`src/rtl/bcd_sub_seq_if.sv`:
```
// Start/done handshake bundle for the digit-serial BCD subtractor.
// Master drives operands and start; slave returns result and status.
interface bcd_sub_seq_if #(
  parameter int DIGITS = 4
);
  logic                  start;
  logic [4*DIGITS-1:0]   A;
  logic [4*DIGITS-1:0]   B;
  logic [4*DIGITS-1:0]   Result;
  logic                  Negative;
  logic                  Invalid;
  logic                  busy;
  logic                  done;

  modport master (
    output start, A, B,
    input  Result, Negative, Invalid, busy, done
  );

  modport slave (
    input  start, A, B,
    output Result, Negative, Invalid, busy, done
  );
endinterface

```
`src/rtl/bcd_sub_seq.sv`:
```
// Digit-serial packed-BCD subtractor: |A-B| plus sign, LSD first.
// A negative raw difference is fixed by a ten's-complement pass.
module bcd_sub_seq #(
  parameter int DIGITS = 4
) (
  input  logic          clk,
  input  logic          rst,
  bcd_sub_seq_if.slave  bus
);

  localparam int W  = 4 * DIGITS;
  localparam int IW = (DIGITS > 1) ? $clog2(DIGITS) : 1;

  typedef enum logic [1:0] {
    S_IDLE,
    S_SUB,
    S_FIX,
    S_DONE
  } state_t;

  state_t          state_q, state_d;
  logic [W-1:0]    a_q, a_d;
  logic [W-1:0]    b_q, b_d;
  logic [W-1:0]    res_q, res_d;
  logic [IW-1:0]   idx_q, idx_d;
  logic            bor_q, bor_d;
  logic            neg_q, neg_d;
  logic            inv_q, inv_d;
  logic            busy_q, busy_d;
  logic            done_q, done_d;

  logic [3:0]        a_dig, b_dig, r_dig;
  logic [3:0]        opx, opy, dig;
  logic signed [4:0] t;
  logic              bor_n;
  logic              last;

  function automatic logic has_bad(input logic [W-1:0] v);
    has_bad = 1'b0;
    for (int i = 0; i < DIGITS; i++)
      if (v[4*i +: 4] > 4'd9)
        has_bad = 1'b1;
  endfunction

  // Current digit select and one-digit subtract with borrow
  always_comb begin
    a_dig = 4'd0;
    b_dig = 4'd0;
    r_dig = 4'd0;
    for (int i = 0; i < DIGITS; i++)
      if (idx_q == IW'(i)) begin
        a_dig = a_q[4*i +: 4];
        b_dig = b_q[4*i +: 4];
        r_dig = res_q[4*i +: 4];
      end
    opx   = (state_q == S_FIX) ? 4'd0 : a_dig;
    opy   = (state_q == S_FIX) ? r_dig : b_dig;
    t     = $signed({1'b0, opx})
          - $signed({1'b0, opy})
          - $signed({4'd0, bor_q});
    bor_n = t[4];
    dig   = bor_n ? (t[3:0] + 4'd10) : t[3:0];
    last  = (idx_q == IW'(DIGITS - 1));
  end

  // Next-state and datapath update
  always_comb begin
    state_d = state_q;
    a_d     = a_q;
    b_d     = b_q;
    res_d   = res_q;
    idx_d   = idx_q;
    bor_d   = bor_q;
    neg_d   = neg_q;
    inv_d   = inv_q;
    unique case (state_q)
      S_IDLE, S_DONE: begin
        if (bus.start) begin
          a_d   = bus.A;
          b_d   = bus.B;
          idx_d = '0;
          bor_d = 1'b0;
          neg_d = 1'b0;
          inv_d = 1'b0;
          res_d = '0;
          if (has_bad(bus.A) || has_bad(bus.B)) begin
            inv_d   = 1'b1;
            state_d = S_DONE;
          end else begin
            state_d = S_SUB;
          end
        end else if (state_q == S_DONE) begin
          state_d = S_IDLE;
        end
      end
      S_SUB, S_FIX: begin
        for (int i = 0; i < DIGITS; i++)
          if (idx_q == IW'(i))
            res_d[4*i +: 4] = dig;
        bor_d = bor_n;
        idx_d = last ? '0 : idx_q + IW'(1);
        if (last) begin
          if (state_q == S_SUB && bor_n) begin
            bor_d   = 1'b0;
            neg_d   = 1'b1;
            state_d = S_FIX;
          end else begin
            // Final FIX borrow is meaningless and dropped
            bor_d   = 1'b0;
            state_d = S_DONE;
          end
        end
      end
      default: state_d = S_IDLE;
    endcase
    busy_d = (state_d == S_SUB) || (state_d == S_FIX);
    done_d = (state_d == S_DONE);
  end

  // State and output registers, async clear
  always_ff @(posedge clk or posedge rst) begin
    if (rst) begin
      state_q <= S_IDLE;
      a_q     <= '0;
      b_q     <= '0;
      res_q   <= '0;
      idx_q   <= '0;
      bor_q   <= 1'b0;
      neg_q   <= 1'b0;
      inv_q   <= 1'b0;
      busy_q  <= 1'b0;
      done_q  <= 1'b0;
    end else begin
      state_q <= state_d;
      a_q     <= a_d;
      b_q     <= b_d;
      res_q   <= res_d;
      idx_q   <= idx_d;
      bor_q   <= bor_d;
      neg_q   <= neg_d;
      inv_q   <= inv_d;
      busy_q  <= busy_d;
      done_q  <= done_d;
    end
  end

  assign bus.Result   = res_q;
  assign bus.Negative = neg_q;
  assign bus.Invalid  = inv_q;
  assign bus.busy     = busy_q;
  assign bus.done     = done_q;

endmodule

```
`src/flat_wrapper.sv`:
```
// flat-port wrapper written by rule: the top's interface ports become plain ports
module bcd_sub_seq_flat 
#(
  parameter int DIGITS = 4
)
  (clk, rst, bus_start, bus_A, bus_B, bus_Result, bus_Negative, bus_Invalid, bus_busy, bus_done);
  bcd_sub_seq_if #(.DIGITS(DIGITS)) bus_i ();
  input  logic clk;
  input  logic rst;
  input wire logic [$bits(bus_i.start)-1:0] bus_start;
  input wire logic [$bits(bus_i.A)-1:0] bus_A;
  input wire logic [$bits(bus_i.B)-1:0] bus_B;
  output wire logic [$bits(bus_i.Result)-1:0] bus_Result;
  output wire logic [$bits(bus_i.Negative)-1:0] bus_Negative;
  output wire logic [$bits(bus_i.Invalid)-1:0] bus_Invalid;
  output wire logic [$bits(bus_i.busy)-1:0] bus_busy;
  output wire logic [$bits(bus_i.done)-1:0] bus_done;
  assign bus_i.start = bus_start;
  assign bus_i.A = bus_A;
  assign bus_i.B = bus_B;
  assign bus_Result = bus_i.Result;
  assign bus_Negative = bus_i.Negative;
  assign bus_Invalid = bus_i.Invalid;
  assign bus_busy = bus_i.busy;
  assign bus_done = bus_i.done;
  bcd_sub_seq #(.DIGITS(DIGITS)) u_core (.clk(clk), .rst(rst), .bus(bus_i));
endmodule
```
`config.mk`:
```
export PLATFORM = sky130hd
export DESIGN_NAME = bcd_sub_seq_flat
export DESIGN_NICKNAME = d
export VERILOG_FILES = /design/src/rtl/bcd_sub_seq_if.sv /design/src/rtl/bcd_sub_seq.sv /design/src/flat_wrapper.sv
export SDC_FILE = /design/constraint.sdc
export NUM_CORES = 1
export LEC_CHECK = 0
export CELL_PAD_IN_SITES_DETAIL_PLACEMENT = 0
export CELL_PAD_IN_SITES_GLOBAL_PLACEMENT = 1
export CORE_AREA = 2 2 88 90
export CTS_CLUSTER_DIAMETER = 30
export DETAILED_ROUTE_END_ITERATION = 10
export DIE_AREA = 0 0 90 92
export DONT_BUFFER_PORTS = 1
export PLACE_DENSITY = 0.7
export SLEW_MARGIN = 20
export SYNTH_ARGS = -nofsm -noshare
export SYNTH_HDL_FRONTEND = slang
export SYNTH_SLANG_ARGS = --single-unit
```
`constraint.sdc`:
```
create_clock -name clk -period 7.3 [get_ports clk]
set_input_delay 1.825 -clock clk [delete_from_list [all_inputs] [get_ports clk]]
set_output_delay 1.825 -clock clk [all_outputs]
set_load 0.05 [all_outputs]
```
==> results by group <==
Synth
  • Most used DFF post-synth: dfrtp_1
  • Register bit total from synthesis: 57
  • Post-synth EDFFs: 0
  • Unique cell type count in the Yosys netlist: 37
  • Synth warn: 0
  • Post-Syn Area: 0.003004 mm^2
  • Synthesized Nets: 403
  • Avg Inst Size Synth: 8.486 um^2
  • Post-Syn Instances: 354
  • Sequential share of the synthesized area: 47.48%
  • FFs w/ async S/R, synth: 100.0%

Drt
  • DR pass1 iterations: 6
  • Starting DRT DRC Count: 200
  • Routed Antenna Nets: 0
  • Via density: 5.278
  • DR WL/cell: 16.46 um
  • Post-route DRC: 0
  • Final wirelength: 7.521 mm
  • Vias: 2412

STA
  • Final Hold Viols: 0
  • Final period demand of the worst path: 4.433 ns
  • Slew Limit Fails: 0
  • Setup violators final: 0
  • F_max: 225.6 MHz
  • Worst Max-Slew Pin Slew: 0.8371 ns
  • Setup ws final: 2.867 ns
  • Setup TNS: 0 ns
  • Slew margin rel.: 44.20%
  • Final period utilization: 60.73%
  • RSZ-0062 raised after global routing: no
  • Skew final: 0.01344 ns

Worst setup path
  • Worst-path fanout max: 24
  • CP Capture Type: register
  • Startpoint class of the critical path: register
  • Crit Path Category: reg -> reg
  • Worst path required time: 7.52 ns
  • FF-to-FF setup slack: 2.87 ns
  • CP arrival: 4.65 ns

Cells and area
  • Post-route cell area: 0.003292 mm^2
  • Most frequent cells in the layout: 133 x nand2_1, 57 x dfrtp_1, 33 x o21ai_0, 15 x a21oi_1
  • FILL cells: 791
  • Fin nets: 399
  • Share of cells above drive strength 1: 6.761%
  • Area growth from synthesis to layout: 9.579%
  • Footprint of the multi-input gates: 0.001448 mm^2
  • Non-filler instance count after layout: 457
  • Most common cell after layout, fill and taps aside: nand2_1
  • Seq. cell area: 0.001426 mm^2
  • Diodes inserted: 0

Clock network
  • Clock Sinks: 57
  • # Post-CTS Setup Buffers: 0
  • CTS clk-pin slew, worst paths: 0.07 ns
  • Clock buffer depth: 2
  • Clk_lat worst skew: 0.35 ns
  • CTS Hold Bufs: 0
  • H-tree depth: 3
  • Post-CTS sizing: 0
  • CTS Buf Count: 9
  • Clk Tree Root Cell: clkbuf_8
  • CTS tree: built

Global route
  • Vias in the first global route: 2303
  • Initial antenna violation count: 0
  • Largest net degree at the start of global routing: 58
  • GRT Util Overall: 19.60%
  • Global-route wire length before repair: 12.32 mm
  • Grt total ovfl: 0

Floorplanning
  • Die width: 90 um
  • Die area: 0.008280 mm^2
  • Ports: 55
  • Die H: 92 um
  • Core area: 0.007447 mm^2
  • Initial core utilization: 40.34%
  • Row count: 32

Placement
  • Post-DP HPWL: 5.427 mm
  • Post-DP Area: 0.003077 mm^2
  • PortBufs: 0
  • Dpl cells: 441
  • Pre-CTS WS: 2.880 ns
  • Routability cong.: 0.8424

Min path
  • Worst Hold Class: reg -> reg

Run status
  • Outcome: completed

Flow run
  • Max_cap viols: 0
==> flip-flops by register name, summed over array words and instances, names as in the netlist <==
signal               flops
u_core.a_q              16
u_core.b_q              16
u_core.bus.Result       16
u_core.idx_q             2
u_core.state_q           2
u_core.bor_q             1
u_core.bus.Invalid       1
u_core.bus.Negative      1
u_core.bus.busy          1
u_core.bus.done          1
==> path summary, 6_finish.rpt <==
| path | cells after the start | startpoint | end |
|---|---|---|---|
| min in group asynchronous | 2 | rst | u_core.bus.Result[1] |
| min reg2reg | 2 | u_core.a_q[2] | u_core.a_q[2] |
| max in group asynchronous | 2 | rst | u_core.b_q[15] |
| max reg2reg | 13 | u_core.idx_q[1] | u_core.bus.Result[14] |
| max | 13 | u_core.idx_q[1] | u_core.bus.Result[14] |
| min | 2 | u_core.a_q[2] | u_core.a_q[2] |
==> cells by family after synthesis <==
group / synth area share (%)
adders and majority gates: 6.331
and+or+nand+nor: 22.87
muxes: 2.582
buffers and inverters: 4.331
AOI/OAI and AO/OA: 14.95
DFF: 47.48
xor gates and xnor gates: 1.458
==> layer usage <==
| metal | track usage [%] | wire, um | vias to the layer above |
|---|---|---|---|
| met5 | 0 | 0 | - |
| met4 | 7.051 | 99 | 0 |
| met3 | 7.149 | 479 | 9 |
| met2 | 28.32 | 3400 | 74 |
| met1 | 27.07 | 3542 | 1156 |
| li1 | - | - | 1173 |
==> cells in the mapped netlist (2+ instances only) <==
cell type,n,area (um^2)
o31ai_1,4,30.03
xnor2_1,4,35.03
clkbuf_1,12,45.04
o21ai_1,4,20.02
dfrtp_1,57,1426
fa_1,2,40.04
a22o_1,2,17.52
a22oi_1,5,37.54
buf_2,2,10.01
nand4_1,2,12.51
mux4_2,3,67.56
inv_1,13,48.80
nand3_1,5,25.02
nor2b_1,3,18.77
o21a_1,2,15.01
nand2_1,133,499.2
o21ai_0,33,165.2
buf_1,3,11.26
ha_1,12,150.1
nand3b_1,8,60.06
nor3_1,2,10.01
a21oi_1,15,75.07
nand2b_1,4,25.02
nor2_1,8,30.03
a31oi_1,4,25.02
==> critical path, cell delays in order, from the launching register on <==
cell and delay [ns]:
dfrtp_1 0.40, inv_1 0.10, ha_1 0.63, nor2b_1 0.20
a22oi_1 0.19, o21ai_0 0.10, mux4_2 0.51, fa_1 0.48
fa_1 0.47, a21boi_1 0.25, nor3_1 0.09, nor2_1 0.28
mux2i_1 0.44, o21ai_0 0.16
==> metrics by stage <==
step	hold slack [ns]	util, %
final	0.4778	44.20
after global routing	0.5017	44.20
after CTS	0.4797	44.20
after detailed placement	0.4637	41.31
after global placement	0.4604	41.31
after floorplan	0.4403	-
==> final cells by class <==
type / instances / share of cell area, %
Multi-Input combinational cell: 265 / 43.98
Sequential cell: 57 / 43.33
Clock buffer: 12 / 5.017
Tap cell: 102 / 3.877
Clock inverter: 4 / 1.520
Timing Repair Buffer: 3 / 0.6841
Inverter: 14 / 1.596
Power is not shown: default switching activity piles up to over one toggle a cycle in this logic, so the estimate is an artifact.
